## config.mk

```make
export PLATFORM = sky130hd
export DESIGN_NAME = sram_burst_ctrl
export DESIGN_NICKNAME = d
export VERILOG_FILES = /design/src/rtl/sram_burst_ctrl.sv
export SDC_FILE = /design/constraint.sdc
export NUM_CORES = 1
export LEC_CHECK = 0
export CAP_MARGIN = 10
export CORE_MARGIN = 2
export CORE_UTILIZATION = 45
export DETAILED_ROUTE_END_ITERATION = 12
export GPL_TIMING_DRIVEN = 0
export PLACE_DENSITY = 0.81
export SYNTH_ARGS = -nofsm -noshare
export SYNTH_HDL_FRONTEND = slang
export SYNTH_SLANG_ARGS = --single-unit
```

## constraint.sdc

```tcl
create_clock -name clk -period 3.1 [get_ports clk]
set_input_delay 0.31 -clock clk [delete_from_list [all_inputs] [get_ports clk]]
set_output_delay 0.31 -clock clk [all_outputs]
set_load 0.02 [all_outputs]
```

## src/rtl/sram_burst_ctrl.sv

```systemverilog
// Burst controller for the 16-bit asynchronous SRAM: splits BEATS x 16-bit
// host words into sequential SRAM cycles with wait states and byte enables.
module sram_burst_ctrl #(
   parameter int ADDR_W      = 20,
   parameter int BEATS       = 2,
   parameter int WAIT_CYCLES = 1,
   parameter int TURNAROUND  = 1,
   parameter int HA_W        = ADDR_W - $clog2(BEATS)
) (
   input  logic                  clk,
   input  logic                  reset,
   input  logic                  req_valid,
   output logic                  req_ready,
   input  logic                  req_write,
   input  logic [HA_W-1:0]       req_addr,
   input  logic [16*BEATS-1:0]   req_wdata,
   input  logic [2*BEATS-1:0]    req_be,
   output logic                  rsp_valid,
   output logic [16*BEATS-1:0]   rsp_rdata,
   output logic                  wr_done,
   output logic [ADDR_W-1:0]     sram_addr,
   output logic [15:0]           sram_dq_out,
   output logic                  sram_dq_oe,
   input  logic [15:0]           sram_dq_in,
   output logic                  sram_ce_n,
   output logic                  sram_oe_n,
   output logic                  sram_we_n,
   output logic                  sram_lb_n,
   output logic                  sram_ub_n
);

   localparam int LB   = $clog2(BEATS);
   localparam int BW   = (LB > 0) ? LB : 1;
   localparam int CMAX = (WAIT_CYCLES > TURNAROUND) ? WAIT_CYCLES : TURNAROUND;
   localparam int CW   = (CMAX > 0) ? $clog2(CMAX + 1) : 1;

   localparam logic [BW-1:0] LAST_BEAT = BW'(BEATS - 1);
   localparam logic [CW-1:0] STB_END   = CW'(WAIT_CYCLES);
   localparam logic [CW-1:0] TRN_END   = CW'((TURNAROUND > 0) ? TURNAROUND - 1 : 0);

   typedef enum logic [2:0] {
      S_IDLE, S_SETUP, S_STROBE, S_HOLD, S_TURN
   } state_t;

   state_t                state;
   logic                  wr_q;
   logic [HA_W-1:0]       addr_q;
   logic [16*BEATS-1:0]   wdata_q;
   logic [16*BEATS-1:0]   rd_buf;
   logic [2*BEATS-1:0]    be_q;
   logic [BW-1:0]         beat;
   logic [CW-1:0]         cnt;

   logic                  go_setup;
   logic                  s_wr;
   logic [HA_W-1:0]       s_ha;
   logic [16*BEATS-1:0]   s_data;
   logic [2*BEATS-1:0]    s_be;
   logic [BW-1:0]         s_beat;
   logic [1:0]            s_bb;
   logic [15:0]           s_word;
   logic [ADDR_W-1:0]     s_addr;
   logic [1:0]            cur_bb;

   // Setup values come straight from the request on a handshake,
   // otherwise from the latched request for the following beat.
   always_comb begin
      go_setup = 1'b0;
      s_wr     = wr_q;
      s_ha     = addr_q;
      s_data   = wdata_q;
      s_be     = be_q;
      s_beat   = beat + 1'b1;
      if (state == S_IDLE) begin
         go_setup = req_valid && req_ready;
         s_wr     = req_write;
         s_ha     = req_addr;
         s_data   = req_wdata;
         s_be     = req_be;
         s_beat   = '0;
      end else if (state == S_HOLD) begin
         go_setup = (beat != LAST_BEAT);
      end
      s_bb   = s_be[2*s_beat +: 2];
      s_word = s_data[16*s_beat +: 16];
      s_addr = (ADDR_W'(s_ha) << LB) | ADDR_W'(s_beat);
      cur_bb = be_q[2*beat +: 2];
   end

   always_ff @(posedge clk) begin
      if (reset) begin
         state       <= S_IDLE;
         req_ready   <= 1'b0;
         rsp_valid   <= 1'b0;
         rsp_rdata   <= '0;
         wr_done     <= 1'b0;
         sram_addr   <= '0;
         sram_dq_out <= '0;
         sram_dq_oe  <= 1'b0;
         sram_ce_n   <= 1'b1;
         sram_oe_n   <= 1'b1;
         sram_we_n   <= 1'b1;
         sram_lb_n   <= 1'b1;
         sram_ub_n   <= 1'b1;
         wr_q        <= 1'b0;
         addr_q      <= '0;
         wdata_q     <= '0;
         be_q        <= '0;
         rd_buf      <= '0;
         beat        <= '0;
         cnt         <= '0;
      end else begin
         rsp_valid <= 1'b0;
         wr_done   <= 1'b0;
         unique case (state)
            S_IDLE: begin
               req_ready <= 1'b1;
               if (req_valid && req_ready) begin
                  req_ready <= 1'b0;
                  wr_q      <= req_write;
                  addr_q    <= req_addr;
                  wdata_q   <= req_wdata;
                  be_q      <= req_be;
                  beat      <= '0;
                  state     <= S_SETUP;
               end
            end
            S_SETUP: begin
               cnt       <= '0;
               sram_oe_n <= wr_q;
               sram_we_n <= !(wr_q && (cur_bb != 2'b00));
               state     <= S_STROBE;
            end
            S_STROBE: begin
               if (cnt == STB_END) begin
                  sram_oe_n <= 1'b1;
                  sram_we_n <= 1'b1;
                  if (!wr_q) rd_buf[16*beat +: 16] <= sram_dq_in;
                  state     <= S_HOLD;
               end else begin
                  cnt <= cnt + 1'b1;
               end
            end
            S_HOLD: begin
               if (beat != LAST_BEAT) begin
                  beat  <= beat + 1'b1;
                  state <= S_SETUP;
               end else begin
                  sram_ce_n  <= 1'b1;
                  sram_lb_n  <= 1'b1;
                  sram_ub_n  <= 1'b1;
                  sram_dq_oe <= 1'b0;
                  cnt        <= '0;
                  if (wr_q) begin
                     wr_done   <= 1'b1;
                     req_ready <= 1'b1;
                     state     <= S_IDLE;
                  end else begin
                     rsp_valid <= 1'b1;
                     rsp_rdata <= rd_buf;
                     if (TURNAROUND == 0) begin
                        req_ready <= 1'b1;
                        state     <= S_IDLE;
                     end else begin
                        state <= S_TURN;
                     end
                  end
               end
            end
            S_TURN: begin
               if (cnt == TRN_END) begin
                  req_ready <= 1'b1;
                  state     <= S_IDLE;
               end else begin
                  cnt <= cnt + 1'b1;
               end
            end
            default: state <= S_IDLE;
         endcase
         if (go_setup) begin
            sram_addr  <= s_addr;
            sram_ce_n  <= 1'b0;
            sram_oe_n  <= 1'b1;
            sram_we_n  <= 1'b1;
            sram_lb_n  <= s_wr ? !s_bb[0] : 1'b0;
            sram_ub_n  <= s_wr ? !s_bb[1] : 1'b0;
            sram_dq_oe <= s_wr;
            if (s_wr) sram_dq_out <= s_word;
         end
      end
   end

endmodule

```

After elaboration in Yosys (flattened, before gate mapping)
Cells that the tools add are included.
{"block": "word_totals", "register_bits": 170, "inputBits": 75, "output_inout_bits": 77}
{"block": "op_classes", "add_sub_neg": 3, "eq_ne": 9, "n_shift": 5, "mux": 40, "bitwise": 4, "reduce_logical": 25}
{"cell": "5-bit negator with 34-bit output", "count": 1}
{"cell": "16-bit by 34-bit variable shift with 32-bit output (first input constant)", "count": 1}
{"cell": "16-bit by 34-bit variable part select with 32-bit output", "count": 1}
{"cell": "32-bit bitwise mux", "count": 1}
{"cell": "32-bit two-way mux", "count": 1}
{"cell": "32-bit by 6-bit variable part select with 16-bit output", "count": 1}
{"cell": "1-bit two-way mux", "count": 25}
{"cell": "20-bit by 1-bit bitwise OR with 20-bit output", "count": 1}
{"cell": "19-bit two-way mux", "count": 1}
{"cell": "3-bit two-way mux", "count": 5}
{"cell": "3-bit case mux with 5 select lines", "count": 1}
{"cell": "2-bit AND reduction", "count": 6}
{"cell": "2-bit nonzero test", "count": 5}
{"cell": "3-bit AND reduction", "count": 3}
{"cell": "2-bit != test (second input constant)", "count": 4}
{"cell": "4-bit by 3-bit variable part select with 2-bit output", "count": 2}
{"cell": "3-bit by 2-bit equality test with 1-bit output (second input constant)", "count": 2}
{"cell": "1-bit case mux with 2 select lines", "count": 3}
{"cell": "4-bit two-way mux", "count": 1}
{"cell": "1-bit case mux with 4 select lines", "count": 1}
{"cell": "4-bit AND reduction", "count": 1}
{"cell": "4-bit nonzero test", "count": 1}
{"cell": "3-bit by 1-bit equality test with 1-bit output (second input constant)", "count": 1}
{"cell": "3-bit equality test (second input constant)", "count": 1}
{"cell": "10 further kinds", "count": 16}

Longest topological paths before layout
Gate-level depths: netlist of run 1.
{"block": "logic_depth", "ltp_word": 6, "ltp_mapped": 7, "depth_no_buf": 4}

Least setup slack after synthesis of run 1
No wires, ideal clock.
{"block": "synth_path", "path_kind": "register to register", "from": "register state[0]", "to": "register sram_addr[0]", "t_arrival_ps": 1551, "required_time_ps": 2972, "path_slack_ps": 1421, "path_stages_with_launch": 8, "path_buffers": 3, "path_cell_list": "dfxtp_1 buf_2 nor3_1 nand3_1 buf_2 buf_1 a21oi_1 nor2_1"}
{"block": "synth_via", "elab_chain_len": 3, "word_cells_on_any_way": 6, "classes_between": "eq/ne: 1; mux: 3; bitwise: 1; reduce/logical: 1"}
{"item": "from (decl)", "line_no": "45", "text": "state_t state;"}
{"item": "from (signal assigned)", "line_no": "92", "text": "state <= S_IDLE;"}
{"item": "from (signal assigned)", "line_no": "125", "text": "state <= S_SETUP;"}
{"item": "from (signal assigned)", "line_no": "132", "text": "state <= S_STROBE;"}
{"item": "3-bit by 2-bit equality test with 1-bit output or 3-bit logical NOT (tied branches)", "line_no": "81, 74"}
{"item": "1-bit two-way mux (on tied branches)", "line_no": "81, 74"}
{"item": "1-bit two-way mux or 20-bit by 1-bit bitwise OR with 20-bit output (tied branches)", "line_no": "74, 86"}
{"item": "to (signal assigned)", "line_no": "181", "text": "sram_addr <= s_addr;"}
{"item": "to (decl)", "line_no": "21", "text": "output logic [ADDR_W-1:0] sram_addr,"}
Several ways; a longest one is shown, not always the timed one.
A chain may end at the register's enable or synchronous reset.

Worst setup path after layout of run 1
Same ends and word-level chain as after synthesis.

==> impl_metrics.toml, run 1 <==
[detailed_routing]
ant_nets = 0
drt_pre_antenna_iters = 5
wirelength_um = 18000
vias = 6131
drc_errors = 0
drt-initial-drc-count = 344
wl_per_cell_um = 15.6
vias_per_cell = 5.31

[timing]
period_share_pct = 69.7
max_slew_margin_pct = 48.7
rsz0062_at_grt = "no"
hold_viol = 0
min_period_ns = 2.16
worst_slew_pin_slew_ns = 0.770
skew_ns = 0.00573
max_freq_ghz = 0.463
setup_viol = 0
slew_viol_final = 0
tns_ns = 0

[clock_network]
clk_pin_slew_ns = 0.06
cts_sinks = 170
htreeDepth = 4
cts_tree = "done"
cts.repair.resized = 0
cts_setup_buffers = 0
root_buffer = "clkbuf_16"
cts.hold.buffers_added = 0
cts_buffers = 17
clkLatencyLatePin_ns = 0.43
cts_buffer_depth = 2

[logic_synthesis]
ys_seq_area_share_pct = 51.7
synth_nets = 865
synthCells = 790
syn_area_mm2 = 0.00658
synth.ff_latch_count = 170
synth_area_per_cell_um2 = 8.33
async_flop_share_pct = 0
yosys_warnings = 0
yosysUniqueCellTypes = 37
synth_ff_type = "dfxtp_1"
synth_edf_count = 0

[critical_path]
critPathRequiredTime_ns = 3.39
cp_max_fo = 10
r2r_setup_slack_ns = 0.94
critPathSlowestCell = "nor3_1"
slowest_delay_ns = 0.44
path_cells = "buf_2 -> nor3_1 -> nand3_1 -> buf_2 -> buf_1 -> a21oi_1 -> nor2_1"
crit_top_cell = "buf_2"
critical_path_buf_inv_count = 3
cp.arrival_ns = 2.45
crit_start = "state[0]"
crit_family = "simple AND/OR/NAND/NOR gates"
end_kind = "flop"
start_kind = "flop"
worstReg2RegStart = "state[0]"
path_class = "reg -> reg"

[layout]
multi_input_area_mm2 = 0.00289
fin_nets = 1034
finalNonFillerCells = 1155
num_antenna_cells = 0
drive_gt1_share_pct = 5.46
syn2layout_area_growth_pct = 34.6
ff_latch_area_mm2 = 0.00340
fin_area_mm2 = 0.00886
fillers = 1295

[floorplanning]
initial_core_util_pct = 45.6
die_h_um = 125
rows = 44
ios = 152
fp.dieW_um = 125
die_area_mm2 = 0.0156
coreArea_mm2 = 0.0144

[grt]
antenna_found_initial = 0
grt_use_met1_pct = 29.4
grt_pass1_wl_um = 29000
grtUsageMet2_pct = 38.2
grt_max_degree = 17
grt_use_total_pct = 23.1
grt-busiest-layer = "met2"
grt_pass1_vias = 5913
gr-total-overflow = 0
met3_usage_pct = 5.28

[min_path]
hp-start = "reset"
hp-class = "in -> reg"

[placement]
dp_cells = 1124
portBuffers = 150
placed_area_mm2 = 0.00831
gp_congestion = 0.864
place_hpwl_um = 12600

[run_status]
outcome = "complete, no violations"

[power_and_ir_drop]
powerDensity_mw_per_mm2 = 560
p_total_uw = 4960
peakVddDrop_mv = 0.391
leakage_uw = 0.00317

[job]
cap_violations = 0
==> registers in the layout, summed over array words and instances (netlist names), 3 cells and up <==
signal and cells:
sram_dq_out 16, sram_addr 20, rd_buf 32, wdata_q 32, state 3, be_q 4, addr_q 19, rsp_rdata 32
==> cell families (layout without fill, tap and decap cells) <==
kind of cell	count (synthesis)	in the layout	share of synthesized area, %
muxes	51	51	7.76
DFF	170	170	51.7
xor gates and xnor gates	1	1	0.133
buffers and inverters	67	248	4.43
adders and majority gates	1	1	0.152
AOI/OAI and AO/OA	161	161	14.8
and+or+nand+nor	339	339	21.0
==> synth_stat cells (7+ instances only) <==
master / count / share of area (%)
mux2i_1: 51 / 7.8
nor3_1: 7 / 0.53
dfxtp_1: 170 / 52
clkbuf_1: 37 / 2.1
a21oi_1: 109 / 8.3
nand2_1: 236 / 13
buf_2: 20 / 1.5
nor2_1: 63 / 3.6
o211ai_1: 16 / 1.8
nand2b_1: 18 / 1.7
a311oi_1: 19 / 2.5
==> cells in the final DEF, fill, tap and decap left out, types with 2 or more instances in the layout <==
master	n
a211oi_1	3
a21oi_1	109
a311oi_1	19
buf_1	3
buf_2	20
buf_4	2
clkbuf_1	40
clkbuf_16	17
clkbuf_8	3
clkdlybuf4s50_1	150
clkinv_2	6
dfxtp_1	170
inv_1	4
mux2i_1	51
nand2_1	236
nand2b_1	18
nand3_1	3
nand3b_1	4
nand4_1	2
nor2_1	63
nor3_1	7
o211ai_1	16
o21ai_0	4
o32a_1	2
==> cell type report <==
cell class | count | share of cell area [%]
plain buffers | 63 | 3.12
clock buffers | 23 | 5.40
clock inverters | 8 | 0.777
inverters | 4 | 0.169
multi-input cells | 553 | 32.6
flip-flops and latches | 170 | 38.4
well taps | 184 | 2.60
repair buffers | 150 | 16.9
==> metrics by stage <==
step	setup slack (ns)	util [%]	hold slack, ns
CTS	0.957	61.4	0.350
detailed placement	0.608	57.6	0.443
global placement	0.632	57.6	0.440
floorplan	1.42	-	0.431
finish	0.940	61.4	0.363
global route	0.761	61.4	0.383
==> where the power goes <==
group | switching [µW] | total, µW | internal [µW]
registers | 51.5 | 2330 | 2270
logic | 361 | 638 | 276
clock network | 835 | 1990 | 1160
total | 1250 | 4960 | 3710
==> final timing paths <==
path                                       to  cells past startpoint
worst max-delay path             sram_addr[0]                      7
worst min-delay path                sram_lb_n                      2
worst max register to register   sram_addr[0]                      7
worst min register to register  rsp_rdata[24]                      2
==> layer usage <==
metal / share of wire, % / up-vias / routed length (µm)
li1: - / 2988 / -
met3: 6.8 / 28 / 1210
met4: 1.9 / 0 / 337
met5: 0 / - / 0
met2: 48 / 208 / 8580
met1: 44 / 2907 / 7850
No activity file was read; power rests on OpenSTA's default activity.
==> inputs of run 2 (changes only) <==
==> constraint.sdc (replaced) <==
create_clock -name clk -period 2.05 [get_ports clk]
set_input_delay 0.205 -clock clk [delete_from_list [all_inputs] [get_ports clk]]
set_output_delay 0.205 -clock clk [all_outputs]
set_load 0.02 [all_outputs]
==> impl_metrics.toml, run 2 (synthesis results as in run 1) <==
[floorplanning]
die_h_um = 125
initial_core_util_pct = 45.6
rows = 44
fp.dieW_um = 125
die_area_mm2 = 0.0156
ios = 152
coreArea_mm2 = 0.0144

[power_and_ir_drop]
p_comb_share_pct = 12.9
p_switching_uw = 1900
peakVddDrop_mv = 0.585
powerDensity_mw_per_mm2 = 844
clockPowerShare_pct = 40.3
p_sw_share_pct = 25.3
pwr-share-seq_pct = 46.8
internal_power_uw = 5620
leakage_uw = 0.00319

[layout]
final_common_cell = "nand2_1"
fin_nets = 1035
num_antenna_cells = 0
syn2layout_area_growth_pct = 35.3
top_regs = "rd_buf: 32 flops, rsp_rdata: 32 flops, wdata_q: 32 flops"
final_cell_mix = "nand2_1, dfxtp_1, clkdlybuf4s50_1"
fillers = 1289
drive_gt1_share_pct = 6.48
final_core_util_pct = 61.7

[clock_network]
cts_tree = "done"
root_buffer = "clkbuf_16"
clk_pin_slew_ns = 0.06
clkLatencyLatePin_ns = 0.43
htreeDepth = 4
cts_buffer_depth = 2
cts_buffers = 17
cts_sinks = 170

[grt]
gr-total-overflow = 0
grtUsageMet2_pct = 38.2
grt_pass1_wl_um = 29100
met3_usage_pct = 5.28
grt_use_total_pct = 23.1
antenna_found_initial = 0
grt_max_degree = 17
grt-busiest-layer = "met2"
grt_pass1_vias = 5905
grt_use_met1_pct = 29.6

[timing]
skew_ns = 0.00550
period_share_pct = 94.6
worst_slew_pin_slew_ns = 0.764
slew_viol_final = 0
hold_viol = 0
min_period_ns = 1.94
rsz0062_at_grt = "no"
setup_viol = 0
max_freq_ghz = 0.515
max_slew_margin_pct = 49.0
tns_ns = 0

[job]
cap_violations = 0

[critical_path]
end_kind = "flop"
cp.arrival_ns = 2.23
cp_max_fo = 10
path_class = "reg -> reg"
critPathRequiredTime_ns = 2.34
start_kind = "flop"

[detailed_routing]
vias = 6123
vias_per_cell = 5.30
ant_nets = 0
wl_per_cell_um = 15.7
drt-initial-drc-count = 344
wirelength_um = 18100
drc_errors = 0
drt_pre_antenna_iters = 5

[placement]
place_hpwl_um = 12600
gp_congestion = 0.864
portBuffers = 150

[min_path]
hp-class = "in -> reg"

[run_status]
outcome = "complete, no violations"
[run 2: cell type report]
cell class	instances	area [µm²]	share of cell area, %
sequential	170	3400	38.2
multi-input combinational	553	2900	32.6
timing repair buffer	152	1520	17.0
clock buffer	23	478	5.37
buffer	62	287	3.22
tap	184	230	2.59
clock inverter	8	68.8	0.773
inverter	4	15.0	0.169
[run 2: critical path: stages (launching register included)]
cell	delay [ns]
dfxtp_1	0.40
buf_2	0.26
nand3b_1	0.22
a221oi_4	0.44
clkbuf_4	0.28
nand2b_1	0.12
a21oi_1	0.06
[run 2: per-layer routing]
metal	up-vias	wire length, µm
met3	32	1090
met4	0	362
li1	2995	-
met1	2888	8010
met5	-	0
met2	208	8660
[run 2: worst paths after layout]
kind | startpoint | endpoint | slack, ns | cells after the start
hold / removal | reset | sram_lb_n | 0.26 | 2
hold reg to reg | rd_buf[24] | rsp_rdata[24] | 0.45 | 2
setup reg to reg | state[0] | sram_dq_out[3] | 0.11 | 6
setup / recovery | state[0] | sram_dq_out[3] | 0.11 | 6
[run 2: power groups by stage]
stage | clock network (µW) | registers [µW] | logic, µW
floorplan | 0 | 3650 | 444
global placement | 0 | 3580 | 948
detailed placement | 0 | 3590 | 960
CTS | 3060 | 3520 | 968
global route | 3190 | 3530 | 1060
finish | 3030 | 3520 | 971
[run 2: timing repair]
item,in CTS,in global routing
hold buffers,0,0
buffers inserted,0,2
pin swaps,0,1
endpoints found under the setup margin,30,82
cloned,0,0
gates resized for setup,4,11
[run 2: metrics by stage]
stage                     power [µW]  cell area (µm²)  setup WS, ns  hold slack (ns)  cells
final                           7520             8900         0.110            0.256   1156
after CTS                       7540             8870        0.0591            0.245   1155
after global routing            7780             8900       0.00781            0.278   1156
after global placement          4530             8310        -0.313            0.440   1124
after detailed placement        4550             8310        -0.337            0.443   1124
after floorplan                 4090             6580         0.371            0.341    790
